<file path="config.mk">
export PLATFORM = sky130hd
export DESIGN_NAME = uart_tx_fifo_engine
export DESIGN_NICKNAME = d
export VERILOG_FILES = /design/src/rtl/uart_tx_fifo_engine.sv
export SDC_FILE = /design/constraint.sdc
export NUM_CORES = 1
export LEC_CHECK = 0
export BUFFER_PORTS_ARGS = -buffer_cell sky130_fd_sc_hd__buf_2
export CORE_MARGIN = 8
export CORE_UTILIZATION = 39
export DETAILED_ROUTE_END_ITERATION = 10
export SLEW_MARGIN = 10
export SYNTH_ARGS = -nofsm -noshare
export SYNTH_HDL_FRONTEND = slang
export SYNTH_SLANG_ARGS = --single-unit
</file>
<file path="constraint.sdc">
create_clock -name clk -period 6.7 [get_ports clk]
set_input_delay 0.67 -clock clk [delete_from_list [all_inputs] [get_ports clk]]
set_output_delay 0.67 -clock clk [all_outputs]
set_load 0.01 [all_outputs]
</file>
<file path="src/rtl/uart_tx_fifo_engine.sv">
// uart_tx_fifo_engine
//   UART transmitter with an internal TX FIFO. Bytes pushed by the register
//   block are framed (start, DATA_BITS LSB first, optional parity, 1 or 2
//   stops) and sent back-to-back with no per-bit CPU involvement.
// Ports
//   clk            system clock, rising edge
//   reset_n        asynchronous active-low reset
//   i_wr_en        push i_wr_data into the FIFO this cycle
//   i_wr_data      frame payload (DATA_BITS)
//   i_flush        discard queued entries (the frame in flight continues)
//   i_clr_overflow clear the sticky overflow flag
//   o_tx           registered serial line, idle high
//   o_busy         a frame is on the line
//   o_full         FIFO holds FIFO_DEPTH entries
//   o_empty        FIFO holds no entries
//   o_count        entries queued
//   o_overflow     sticky: a write was dropped because the FIFO was full
module uart_tx_fifo_engine #(
  parameter int CLK_FREQ_HZ = 20_000_000,
  parameter int BAUD_RATE   = 9600,
  parameter int DATA_BITS   = 8,
  parameter int FIFO_DEPTH  = 8,
  parameter int PARITY_EN   = 0,
  parameter int PARITY_ODD  = 0,
  parameter int STOP_BITS   = 1
) (
  input  logic                          clk,
  input  logic                          reset_n,
  input  logic                          i_wr_en,
  input  logic [DATA_BITS-1:0]          i_wr_data,
  input  logic                          i_flush,
  input  logic                          i_clr_overflow,
  output logic                          o_tx,
  output logic                          o_busy,
  output logic                          o_full,
  output logic                          o_empty,
  output logic [$clog2(FIFO_DEPTH):0]   o_count,
  output logic                          o_overflow
);

  localparam int CLKS_PER_BIT = CLK_FREQ_HZ / BAUD_RATE;
  localparam int AW = $clog2(FIFO_DEPTH);
  localparam int CW = $clog2(2 * CLKS_PER_BIT);

  localparam logic [CW-1:0] BIT_LAST  = CW'(CLKS_PER_BIT - 1);
  localparam logic [CW-1:0] STOP_LAST = CW'(STOP_BITS * CLKS_PER_BIT - 1);
  localparam logic [2:0]    DATA_LAST = 3'(DATA_BITS - 1);
  localparam logic [AW:0]   DEPTH_CNT = (AW + 1)'(FIFO_DEPTH);
  localparam logic          PAR_ODD   = (PARITY_ODD != 0);
  localparam logic          PAR_ON    = (PARITY_EN != 0);

  typedef enum logic [2:0] {
    S_IDLE,
    S_START,
    S_DATA,
    S_PARITY,
    S_STOP
  } state_t;

  // FIFO storage and bookkeeping
  logic [DATA_BITS-1:0] mem [FIFO_DEPTH];
  logic [AW-1:0]        wr_ptr, rd_ptr;
  logic [AW:0]          count;
  logic                 overflow_q;
  logic                 wr_ok;
  logic                 pop;
  logic [DATA_BITS-1:0] head;

  // Transmit engine
  state_t               state, state_nxt;
  logic [CW-1:0]        baud_cnt, baud_cnt_nxt;
  logic [2:0]           bit_idx, bit_idx_nxt;
  logic [DATA_BITS-1:0] shreg, shreg_nxt;
  logic                 par_q, par_nxt;
  logic                 tx_q, tx_nxt;

  assign o_full     = (count == DEPTH_CNT);
  assign o_empty    = (count == '0);
  assign o_count    = count;
  assign o_overflow = overflow_q;
  assign o_tx       = tx_q;
  assign o_busy     = (state != S_IDLE);

  // A write racing a flush is discarded along with the queue.
  assign wr_ok = i_wr_en && !o_full && !i_flush;
  assign head  = mem[rd_ptr];

  always_ff @(posedge clk) begin
    if (wr_ok) mem[wr_ptr] <= i_wr_data;
  end

  always_ff @(posedge clk or negedge reset_n) begin
    if (!reset_n) begin
      wr_ptr <= '0;
      rd_ptr <= '0;
      count  <= '0;
    end else if (i_flush) begin
      // A pop in this cycle has already captured the head; dropping the
      // rest just means catching the read pointer up to the write pointer.
      rd_ptr <= wr_ptr;
      count  <= '0;
    end else begin
      if (wr_ok) wr_ptr <= wr_ptr + AW'(1);
      if (pop)   rd_ptr <= rd_ptr + AW'(1);
      case ({wr_ok, pop})
        2'b10:   count <= count + (AW + 1)'(1);
        2'b01:   count <= count - (AW + 1)'(1);
        default: count <= count;
      endcase
    end
  end

  // Set has priority over clear.
  always_ff @(posedge clk or negedge reset_n) begin
    if (!reset_n)                overflow_q <= 1'b0;
    else if (i_wr_en && o_full)  overflow_q <= 1'b1;
    else if (i_clr_overflow)     overflow_q <= 1'b0;
  end

  always_ff @(posedge clk or negedge reset_n) begin
    if (!reset_n) begin
      state    <= S_IDLE;
      baud_cnt <= '0;
      bit_idx  <= '0;
      shreg    <= '0;
      par_q    <= 1'b0;
      tx_q     <= 1'b1;
    end else begin
      state    <= state_nxt;
      baud_cnt <= baud_cnt_nxt;
      bit_idx  <= bit_idx_nxt;
      shreg    <= shreg_nxt;
      par_q    <= par_nxt;
      tx_q     <= tx_nxt;
    end
  end

  // tx_nxt is the line level for the state being entered, so the line is
  // a flop output and changes exactly on bit boundaries.
  always_comb begin
    state_nxt    = state;
    baud_cnt_nxt = baud_cnt;
    bit_idx_nxt  = bit_idx;
    shreg_nxt    = shreg;
    par_nxt      = par_q;
    tx_nxt       = tx_q;
    pop          = 1'b0;

    case (state)
      S_IDLE: begin
        tx_nxt = 1'b1;
        if (!o_empty) begin
          pop          = 1'b1;
          shreg_nxt    = head;
          par_nxt      = (^head) ^ PAR_ODD;
          baud_cnt_nxt = BIT_LAST;
          tx_nxt       = 1'b0;
          state_nxt    = S_START;
        end
      end

      S_START: begin
        if (baud_cnt == '0) begin
          baud_cnt_nxt = BIT_LAST;
          bit_idx_nxt  = '0;
          tx_nxt       = shreg[0];
          shreg_nxt    = shreg >> 1;
          state_nxt    = S_DATA;
        end else begin
          baud_cnt_nxt = baud_cnt - CW'(1);
        end
      end

      S_DATA: begin
        if (baud_cnt == '0) begin
          baud_cnt_nxt = BIT_LAST;
          if (bit_idx == DATA_LAST) begin
            if (PAR_ON) begin
              tx_nxt    = par_q;
              state_nxt = S_PARITY;
            end else begin
              tx_nxt       = 1'b1;
              baud_cnt_nxt = STOP_LAST;
              state_nxt    = S_STOP;
            end
          end else begin
            bit_idx_nxt = bit_idx + 3'd1;
            tx_nxt      = shreg[0];
            shreg_nxt   = shreg >> 1;
          end
        end else begin
          baud_cnt_nxt = baud_cnt - CW'(1);
        end
      end

      S_PARITY: begin
        if (baud_cnt == '0) begin
          tx_nxt       = 1'b1;
          baud_cnt_nxt = STOP_LAST;
          state_nxt    = S_STOP;
        end else begin
          baud_cnt_nxt = baud_cnt - CW'(1);
        end
      end

      S_STOP: begin
        if (baud_cnt == '0) begin
          if (!o_empty) begin
            pop          = 1'b1;
            shreg_nxt    = head;
            par_nxt      = (^head) ^ PAR_ODD;
            baud_cnt_nxt = BIT_LAST;
            tx_nxt       = 1'b0;
            state_nxt    = S_START;
          end else begin
            tx_nxt    = 1'b1;
            state_nxt = S_IDLE;
          end
        end else begin
          baud_cnt_nxt = baud_cnt - CW'(1);
        end
      end

      default: begin
        tx_nxt    = 1'b1;
        state_nxt = S_IDLE;
      end
    endcase
  end

endmodule

</file>
==> impl_metrics.tcl, run 1 <==
set metrics [dict create \
    leakage_nw 1.95 \
    post_synth_instance_area_um2 4710 \
    fin_crit_sh_pct 50.4 \
    setup_viol 0 \
    initial_core_util_pct 39.6 \
    report.final.hold_viol_count 0 \
    edff_count_synth 64 \
    ys_warns 0 \
    drt_pass_1_iters 4 \
    grt.met2_usage_pct 20.2 \
    via_count_of_the_first_global_routing_pass 2971 \
    synth-adder-area-share_pct 1.86 \
    synth_simple_gate_area_share_pct 11.7 \
    core_um2 11900 \
    detailedRoute.firstIterationViolations 272 \
    postSynthCellCount 363 \
    gp_congestion 0.784 \
    placement.io_buffers 21 \
    cts_sinks 103 \
    rsz_0062_raised_after_global_routing "no" \
    clkSlewWorstSetupHoldPaths_ps 80 \
    cp_data_arrival_time_ps 3620 \
    outcome "complete, no violations" \
    tritoncts "yes" \
    postLayoutSetupSlackWorst_ps 3330 \
    ctsLongestPathBuffers 2 \
    min-delay-path-class "input port to async pin" \
    fin_worst_hold_slack_ps 429 \
    r2r.worst_path.cells 11 \
    global_route.peak_usage_layer "met2" \
    synth-seq-cells 103 \
    regToRegEndpoint "o_count[3]" \
    synth_xor_area_share_pct 1.65 \
    cts_hold_buffers 0 \
    areaGrowthSynthToFinish_pct 11.4 \
    htree_num_levels 3 \
    layout_min_cycle_time_ps 3370 \
    synth_top_family_by_area "simple AND/OR/NAND/NOR gates" \
    worst_tran_pin_value_ps 1100 \
    cts.repair_timing.setup_buffer_count 0 \
    rows 40 \
    fraction_of_the_yosys_area_taken_by_sequential_cells_pct 61.5 \
    power.density_cell_area_nw_per_um2 368 \
    design_power_total_mw 1.93 \
    maxCapViolations 0 \
    maximum_number_of_pins_on_one_net_before_global_route_repair 40 \
    grt_pass1_wl_um 15100 \
    grt_overflow 0 \
    grt_use_met3_pct 3.67 \
    cts.repair.resized 0 \
    nets 399 \
    antennaDiodeCount 0 \
    slew_headroom_pct 26.0 \
    r2r_start "baud_cnt[1]" \
    antenna_found_initial 0 \
    worstSetupStartpointType "flop" \
    cp_data_required_time_ps 6940 \
    flop_to_flop_setup_slack_ps 3330 \
    synth_cell_type_count 54 \
    count_of_placed_standard_cells_including_taps 515 \
    wire_per_inst_um 16.9 \
    final_max_slew_viol_count 0 \
    wirelength_um 8950 \
    chipWidth_um 126 \
    die-height_um 126 \
    synth_area_per_cell_um2 13.0 \
    nets_in_the_synthesized_netlist 383 \
    grt_util_met1_pct 14.6 \
    grt_use_total_pct 12.2 \
    num_vias 2926 \
    final_cell_count_no_fill 531 \
    layout-drive-gt1-share_pct 19.3 \
    async_flop_share_pct 37.9 \
    area_enclosed_by_the_die_boundary_um2 15900 \
    aggregate_negative_setup_slack_ps 0 \
    detail_route.drc_violations 0 \
    tritoncts.num_buffers 9 \
    synth.mux.area_fraction_pct 10.5 \
    achievable-frequency_mhz 296 \
    clk_latency_ps 360 \
    synth_area_in_compound_gates_pct 10.1 \
    synth_flop_cell "sky130_fd_sc_hd__edfxtp_1" \
    clock_tree.root_cell "sky130_fd_sc_hd__clkbuf_16" \
    worst-path-max-fanout 8 \
    critPathCaptureType "flop" \
    max-vdd-ir-drop_uv 230 \
    hpwl_um 5880 \
    route.antenna.remaining_nets 0 \
    path_class "flop to flop" \
    clock_skew_ps 10.7 \
    vias_per_cell 5.51 \
    post-place-ws_ps 3330 \
    number_of_top_level_pins 22 \
]
[per-layer routing]
metal  part of all wire [%]  vias up  wire length, µm
li1                       -     1399                -
met1                     45     1470             4070
met2                     49       45             4390
met3                    3.9       12              353
met4                    1.5        0              134
met5                      0        -                0
[registers in the layout, indices dropped and copies added, names as in the netlist]
register,cells
rd_ptr,3
o_count,4
wr_ptr,3
state,3
o_tx,1
mem,64
baud_cnt,13
shreg,8
o_overflow,1
bit_idx,3
[worst max-delay path, cell delays in order, from the launching register on]
cell                      delay (ps)
sky130_fd_sc_hd__dfrtp_1         420
sky130_fd_sc_hd__inv_1            70
sky130_fd_sc_hd__ha_1            140
sky130_fd_sc_hd__or4b_1          580
sky130_fd_sc_hd__o41ai_4         400
sky130_fd_sc_hd__and3_1          460
sky130_fd_sc_hd__and2_1          220
sky130_fd_sc_hd__ha_1            270
sky130_fd_sc_hd__a31oi_1         170
sky130_fd_sc_hd__a21oi_1          60
sky130_fd_sc_hd__o21ai_1         170
sky130_fd_sc_hd__mux2_4          310
[per-stage QoR]
stage               cell area (µm²)  utilization, %
finish                         5250            44.1
global route                   5250            44.1
CTS                            5250            44.1
detailed placement             4950            41.6
global placement               4950            41.6
floorplan                      4710               -
[final cells by class]
cell class	instances	area [µm²]
fillers	1082	6660
multi-input cells	232	1710
inverters	8	30.0
flip-flops and latches	103	2900
clock inverters	7	70.1
clock buffers	9	225
repair buffers	25	135
well taps	147	184
[where the power goes]
part | internal [mW] | switching (mW)
combinational | 0.244 | 0.263
clock | 0.264 | 0.255
sequential | 0.785 | 0.122
total | 1.29 | 0.640
[cell families (layout without fill, tap and decap cells)]
family          count (synthesis)  after routing
compound gates                 75             75
xor+xnor                        8              8
fa+ha+maj                       7              7
buf+inv                        28             49
flops                         103            103
mux                            29             29
simple gates                  113            113
[worst max path at each step]
stage               slack (ps)    endpoint  cells after the start   startpoint
finish                    3330  o_count[3]                     11  baud_cnt[1]
global route              3110  o_count[3]                     11  baud_cnt[1]
CTS                       3320  o_count[3]                     11  baud_cnt[1]
detailed placement        3330  o_count[3]                     11  baud_cnt[1]
global placement          3430  o_count[3]                     11  baud_cnt[1]
floorplan                 3700  o_count[3]                     13  baud_cnt[1]
[synth_stat cells (all sizes together) (3+ instances only)]
cell type	n	area, µm²
a21oi	17	85.1
a31oi	6	37.5
buf	7	45.0
clkbuf	13	48.8
dfrtp	38	951
edfxtp	64	1920
ha	7	87.6
inv	8	30.0
mux2i	11	110
mux4	16	360
nand2	35	131
nand2b	8	50.1
nand3	3	15.0
nor2	30	115
nor3	12	65.1
nor4	3	18.8
o21ai	31	155
o22ai	3	18.8
or2	6	37.5
or3	3	18.8
or4	5	37.5
xnor2	6	60.1
[cells in the final DEF (no fill, tap or decap), types with 3 or more instances in the layout]
cell type / Yosys / final
sky130_fd_sc_hd__or3_1: 3 / 3
sky130_fd_sc_hd__o21ai_1: 12 / 12
sky130_fd_sc_hd__xnor2_1: 5 / 5
sky130_fd_sc_hd__nand2b_1: 8 / 8
sky130_fd_sc_hd__nand2_1: 35 / 35
sky130_fd_sc_hd__a21oi_1: 17 / 17
sky130_fd_sc_hd__mux4_2: 16 / 16
sky130_fd_sc_hd__nor3_2: 1 / 3
sky130_fd_sc_hd__buf_4: 0 / 4
sky130_fd_sc_hd__ha_1: 7 / 7
sky130_fd_sc_hd__nor3_1: 11 / 9
sky130_fd_sc_hd__or2_2: 6 / 6
sky130_fd_sc_hd__or4_1: 5 / 5
sky130_fd_sc_hd__nor2_1: 29 / 29
sky130_fd_sc_hd__mux2i_1: 11 / 11
sky130_fd_sc_hd__inv_1: 8 / 8
sky130_fd_sc_hd__buf_2: 3 / 21
sky130_fd_sc_hd__a31oi_1: 6 / 6
sky130_fd_sc_hd__o21ai_0: 19 / 19
sky130_fd_sc_hd__dfrtp_1: 38 / 38
sky130_fd_sc_hd__nand3_1: 3 / 3
sky130_fd_sc_hd__o22ai_1: 3 / 3
sky130_fd_sc_hd__inv_6: 0 / 3
sky130_fd_sc_hd__clkbuf_16: 0 / 9
sky130_fd_sc_hd__edfxtp_1: 64 / 64
Note: power is estimated with default switching activity, not from simulation.
==> run 2, diff against run 1 <==
- clock period: 6.7 -> 3.05 ns (I/O delays scaled with it)
==> impl_metrics.tcl, run 2 (synthesis gave the netlist of run 1 again) <==
set metrics [dict create \
    max-vdd-ir-drop_uv 554 \
    power.density_cell_area_nw_per_um2 795 \
    gp_congestion 0.811 \
    largest_reg_flops 64 \
    clkSlewWorstSetupHoldPaths_ps 70 \
    core_um2 11900 \
    htree_num_levels 3 \
    grt_overflow 0 \
    cp_data_arrival_time_ps 3140 \
    detailedRoute.firstIterationViolations 214 \
    worstSetupStartpointType "flop" \
    critPathCaptureType "flop" \
    maximum_number_of_pins_on_one_net_before_global_route_repair 40 \
    count_of_placed_standard_cells_including_taps 533 \
    cts_sinks 103 \
    cp_data_required_time_ps 3280 \
    clock_tree.root_cell "sky130_fd_sc_hd__clkbuf_16" \
    rsz_0062_raised_after_global_routing "no" \
    slew_headroom_pct 40.8 \
    leakage_nw 2.02 \
    route.antenna.remaining_nets 0 \
    vias_per_cell 5.45 \
    antenna_found_initial 0 \
    area_enclosed_by_the_die_boundary_um2 15900 \
    layout_top_registers "mem: 64 flops, baud_cnt: 13 flops, shreg: 8 flops" \
    wire_per_inst_um 16.9 \
    rows 40 \
    chipWidth_um 126 \
    fin_crit_sh_pct 95.4 \
    n_fill_cell 1056 \
    cts.repair_timing.setup_buffer_count 0 \
    path_class "flop to flop" \
    min-delay-path-class "input port to async pin" \
    worst-path-max-fanout 7 \
    wirelength_um 9270 \
    outcome "complete, no violations" \
    tritoncts.num_buffers 9 \
    most_common_cell_after_layout_fill_and_taps_aside "sky130_fd_sc_hd__edfxtp_1" \
    placement.io_buffers 21 \
    clock_skew_ps 9.84 \
    layout_min_cycle_time_ps 2910 \
    initial_core_util_pct 39.6 \
    final_cell_count_no_fill 549 \
    grt_pass1_wl_um 15400 \
    report.final.hold_viol_count 0 \
    grt_use_total_pct 12.3 \
    aggregate_negative_setup_slack_ps 0 \
    hpwl_um 6330 \
    ctsLongestPathBuffers 2 \
    nets 417 \
    areaGrowthSynthToFinish_pct 14.1 \
    clk_latency_ps 350 \
    num_vias 2994 \
    antennaDiodeCount 0 \
    die-height_um 126 \
    maxCapViolations 0 \
    detail_route.drc_violations 0 \
    final_max_slew_viol_count 0 \
    drt_pass_1_iters 5 \
    layout-drive-gt1-share_pct 22.6 \
    registers.top_by_ff_count "mem" \
    tritoncts "yes" \
    worst_tran_pin_value_ps 886 \
    number_of_top_level_pins 22 \
    setup_viol 0 \
    via_count_of_the_first_global_routing_pass 2912 \
    final_cell_mix "sky130_fd_sc_hd__edfxtp_1 (64), sky130_fd_sc_hd__dfrtp_1 (38), sky130_fd_sc_hd__nand2_1 (35), sky130_fd_sc_hd__nor2_1 (29), sky130_fd_sc_hd__buf_4 (22)" \
    achievable-frequency_mhz 344 \
]
## run 2: layer usage
layer	vias to the layer above	share of wire (%)	global-route usage, %
li1	1439	-	-
met4	0	1.6	4.46
met5	-	0	0
met2	51	48	20.2
met1	1493	47	15.2
met3	11	3.3	3.46
## run 2: layout make-up
class	count	area, µm²	area share (%)
clock buffers	10	229	4.26
clock inverters	6	52.6	0.977
inverters	8	30.0	0.558
multi-input cells	232	1710	31.9
flip-flops and latches	103	2900	53.9
well taps	147	184	3.42
repair buffers	43	270	5.03
## run 2: where the power goes
part           total, mW  internal, mW  switching [mW]  leakage (nW)
Combinational       1.17         0.591           0.575         0.812
Sequential          2.01          1.72           0.287          1.07
Clock               1.10         0.570           0.530         0.137
Total               4.28          2.88            1.39          2.02
## run 2: worst max-delay path: stages, from the launching register on
cell,delay (ps)
sky130_fd_sc_hd__dfrtp_1,380
sky130_fd_sc_hd__inv_1,80
sky130_fd_sc_hd__ha_1,150
sky130_fd_sc_hd__or4b_4,520
sky130_fd_sc_hd__o41ai_4,320
sky130_fd_sc_hd__and3_1,210
sky130_fd_sc_hd__and2_1,200
sky130_fd_sc_hd__ha_4,160
sky130_fd_sc_hd__o21ai_0,80
sky130_fd_sc_hd__and4b_1,210
sky130_fd_sc_hd__o21ai_1,170
sky130_fd_sc_hd__mux2_4,310
## run 2: metrics by stage
stage / setup WS, ps / hold WS [ps] / total power, mW / utilization [%] / area (µm²)
4_1_cts: 19.8 / 101 / 4.33 / 45.0 / 5360
5_1_grt: 12.8 / 150 / 4.55 / 45.1 / 5380
6_report: 139 / 74.8 / 4.28 / 45.1 / 5380
3_3_place_gp: 91.4 / 460 / 3.18 / 42.6 / 5080
2_1_floorplan: 54.7 / 9.41 / 2.85 / - / 4710
3_5_place_dp: 34.2 / 471 / 3.22 / 42.6 / 5080
## run 2: worst paths after layout
kind	from	slack, ps	endpoint	depth (start not counted)
worst min-delay path	reset_n	70	bit_idx[1]	1
worst min register to register	o_tx	480	o_tx	2
max in group asynchronous	reset_n	2430	o_count[0]	1
min in group clk	i_clr_overflow	140	o_overflow	2
worst max register to register	baud_cnt[0]	140	o_count[3]	11
worst max-delay path	baud_cnt[0]	140	o_count[3]	11
## run 2: what timing repair did
action | in CTS | in global routing
hold endpoints to repair | 0 | 0
hold buffers | 0 | 0
resized for setup | 0 | 2
endpoints found under the setup margin | 0 | 1
==> run 3, diff against run 2 <==
- CORE_UTILIZATION: 39 -> 35
==> impl_metrics.tcl, run 3 (synthesis gave the netlist of run 1 again) <==
set metrics [dict create \
    area_enclosed_by_the_die_boundary_um2 17400 \
    number_of_top_level_pins 22 \
    min-delay-path-class "input port to async pin" \
    tritoncts "yes" \
    areaGrowthSynthToFinish_pct 15.0 \
    largest_reg_flops 64 \
    antennaDiodeCount 0 \
    n_fill_cell 1217 \
    power.density_cell_area_nw_per_um2 808 \
    rsz_0062_raised_after_global_routing "no" \
    aggregate_negative_setup_slack_ps 0 \
    final_cell_mix "sky130_fd_sc_hd__edfxtp_1 (64), sky130_fd_sc_hd__dfrtp_1 (38), sky130_fd_sc_hd__nand2_1 (35), sky130_fd_sc_hd__nor2_1 (29)" \
    report.final.hold_viol_count 0 \
    route.antenna.remaining_nets 0 \
    cp_data_required_time_ps 3280 \
    outcome "complete, no violations" \
    nets 416 \
    via_count_of_the_first_global_routing_pass 2952 \
    path_cells "or4_1 -> o41ai_4 -> and3_1 -> and2_1 -> ha_1 -> a31oi_1 -> a21oi_1 -> o21ai_1 -> mux2_4" \
    ctsLongestPathBuffers 2 \
    slowest_stage "sky130_fd_sc_hd__or4_1" \
    maxCapViolations 0 \
    slew_headroom_pct 40.5 \
    crit_buf_inv 0 \
    cts_hold_buffers 0 \
    worst_tran_pin_value_ps 892 \
    drt_pass_1_iters 4 \
    layout-drive-gt1-share_pct 22.2 \
    clock_tree.root_cell "sky130_fd_sc_hd__clkbuf_16" \
    detailedRoute.firstIterationViolations 174 \
    max-vdd-ir-drop_uv 575 \
    grt_overflow 0 \
    grt_pass1_wl_um 15100 \
    antenna_found_initial 0 \
    worst-path-max-fanout 5 \
    setup_viol 0 \
    hpwl_um 6070 \
    critical-path-max-stage-delay_ps 630 \
    fin_worst_hold_slack_ps 84.2 \
    achievable-frequency_mhz 347 \
    fin_crit_sh_pct 94.5 \
    wire_per_inst_um 15.9 \
    rows 42 \
    maximum_number_of_pins_on_one_net_before_global_route_repair 40 \
    detail_route.drc_violations 0 \
    leakage_nw 2.04 \
    final_max_slew_viol_count 0 \
    htree_num_levels 3 \
    most_common_cell_after_layout_fill_and_taps_aside "sky130_fd_sc_hd__edfxtp_1" \
    path_delay_family "simple AND/OR/NAND/NOR gates" \
    core_um2 13200 \
    clkSlewWorstSetupHoldPaths_ps 70 \
    cp_data_arrival_time_ps 3110 \
    vias_per_cell 5.10 \
    path_class "flop to flop" \
    tritoncts.num_buffers 9 \
    placement.io_buffers 21 \
    registers.top_by_ff_count "mem" \
    initial_core_util_pct 35.7 \
    layout_min_cycle_time_ps 2880 \
    gp_congestion 0.791 \
    chipWidth_um 132 \
    worstSetupStartpointType "flop" \
    grt_use_total_pct 10.9 \
    clk_latency_ps 350 \
    cts_sinks 103 \
    num_vias 2942 \
    layout_top_registers "mem: 64 flops, baud_cnt: 13 flops, shreg: 8 flops" \
    clock_skew_ps 9.09 \
    die-height_um 132 \
    wirelength_um 9190 \
    critPathCaptureType "flop" \
]
## run 3: cell types whose count changed in the layout (fill, tap and decap cells not counted), sizes merged
cell	change
clkbuf	-1
bufinv	+1
clkinvlp	-1
buf	-1
inv	+1
## run 3: layout make-up
cell class	instances	area, µm²	share of cell area, %
Clock buffer	9	225	4.15
Inverter	8	30.0	0.554
Tap cell	176	220	4.06
Clock inverter	7	90.1	1.66
Timing Repair Buffer	42	263	4.85
Sequential cell	103	2900	53.5
Multi-Input combinational cell	232	1690	31.2
## run 3: where the power goes
group / internal [mW] / total, mW / switching (mW) / leakage (nW)
clock network: 0.661 / 1.21 / 0.550 / 0.156
registers: 1.72 / 1.98 / 0.253 / 1.07
logic: 0.584 / 1.19 / 0.605 / 0.811
## run 3: metrics by stage
stage / instance area, µm² / util (%) / power (mW) / setup WS (ps) / cells
after global routing: 5420 / 41.1 / 4.64 / 29.1 / 577
after CTS: 5420 / 41.1 / 4.43 / 129 / 577
after detailed placement: 5100 / 38.7 / 3.21 / 136 / 561
final: 5420 / 41.1 / 4.38 / 169 / 577
after floorplan: 4710 / - / 2.85 / 54.7 / 363
after global placement: 5100 / 38.7 / 3.16 / 154 / 561
## run 3: final timing paths
| check | start | endpoint | slack, ps | cells after the start |
|---|---|---|---|---|
| setup / recovery | baud_cnt[9] | o_count[3] | 170 | 9 |
| setup reg to reg | baud_cnt[9] | o_count[3] | 170 | 9 |
| min in group clk | i_clr_overflow | o_overflow | 140 | 2 |
| hold / removal | reset_n | bit_idx[0] | 80 | 1 |
| max in group asynchronous | reset_n | state[2] | 2410 | 1 |
| hold reg to reg | o_tx | o_tx | 480 | 2 |
## run 3: what timing repair did
item	4_1_cts	5_1_grt
resized for setup	0	1
setup endpoints to repair	0	1
buffers inserted	0	0
## run 3: worst reg2reg max path: cells and delay by family (launching register included)
kind,cells,cell delay (ps)
flip-flops,1,410
adder cells (fa/ha/maj),1,270
multiplexers,1,310
AND/OR/NAND/NOR,3,1020
AO/OA/AOI/OAI,4,770
## run 3: per-layer routing
metal	wire (µm)	vias to the layer above	track usage, %	part of all wire (%)
met2	4560	41	18.1	50
met1	4210	1458	13.3	46
li1	-	1434	-	-
met3	296	9	2.86	3.2
met5	0	-	0	0
met4	136	0	4.21	1.5
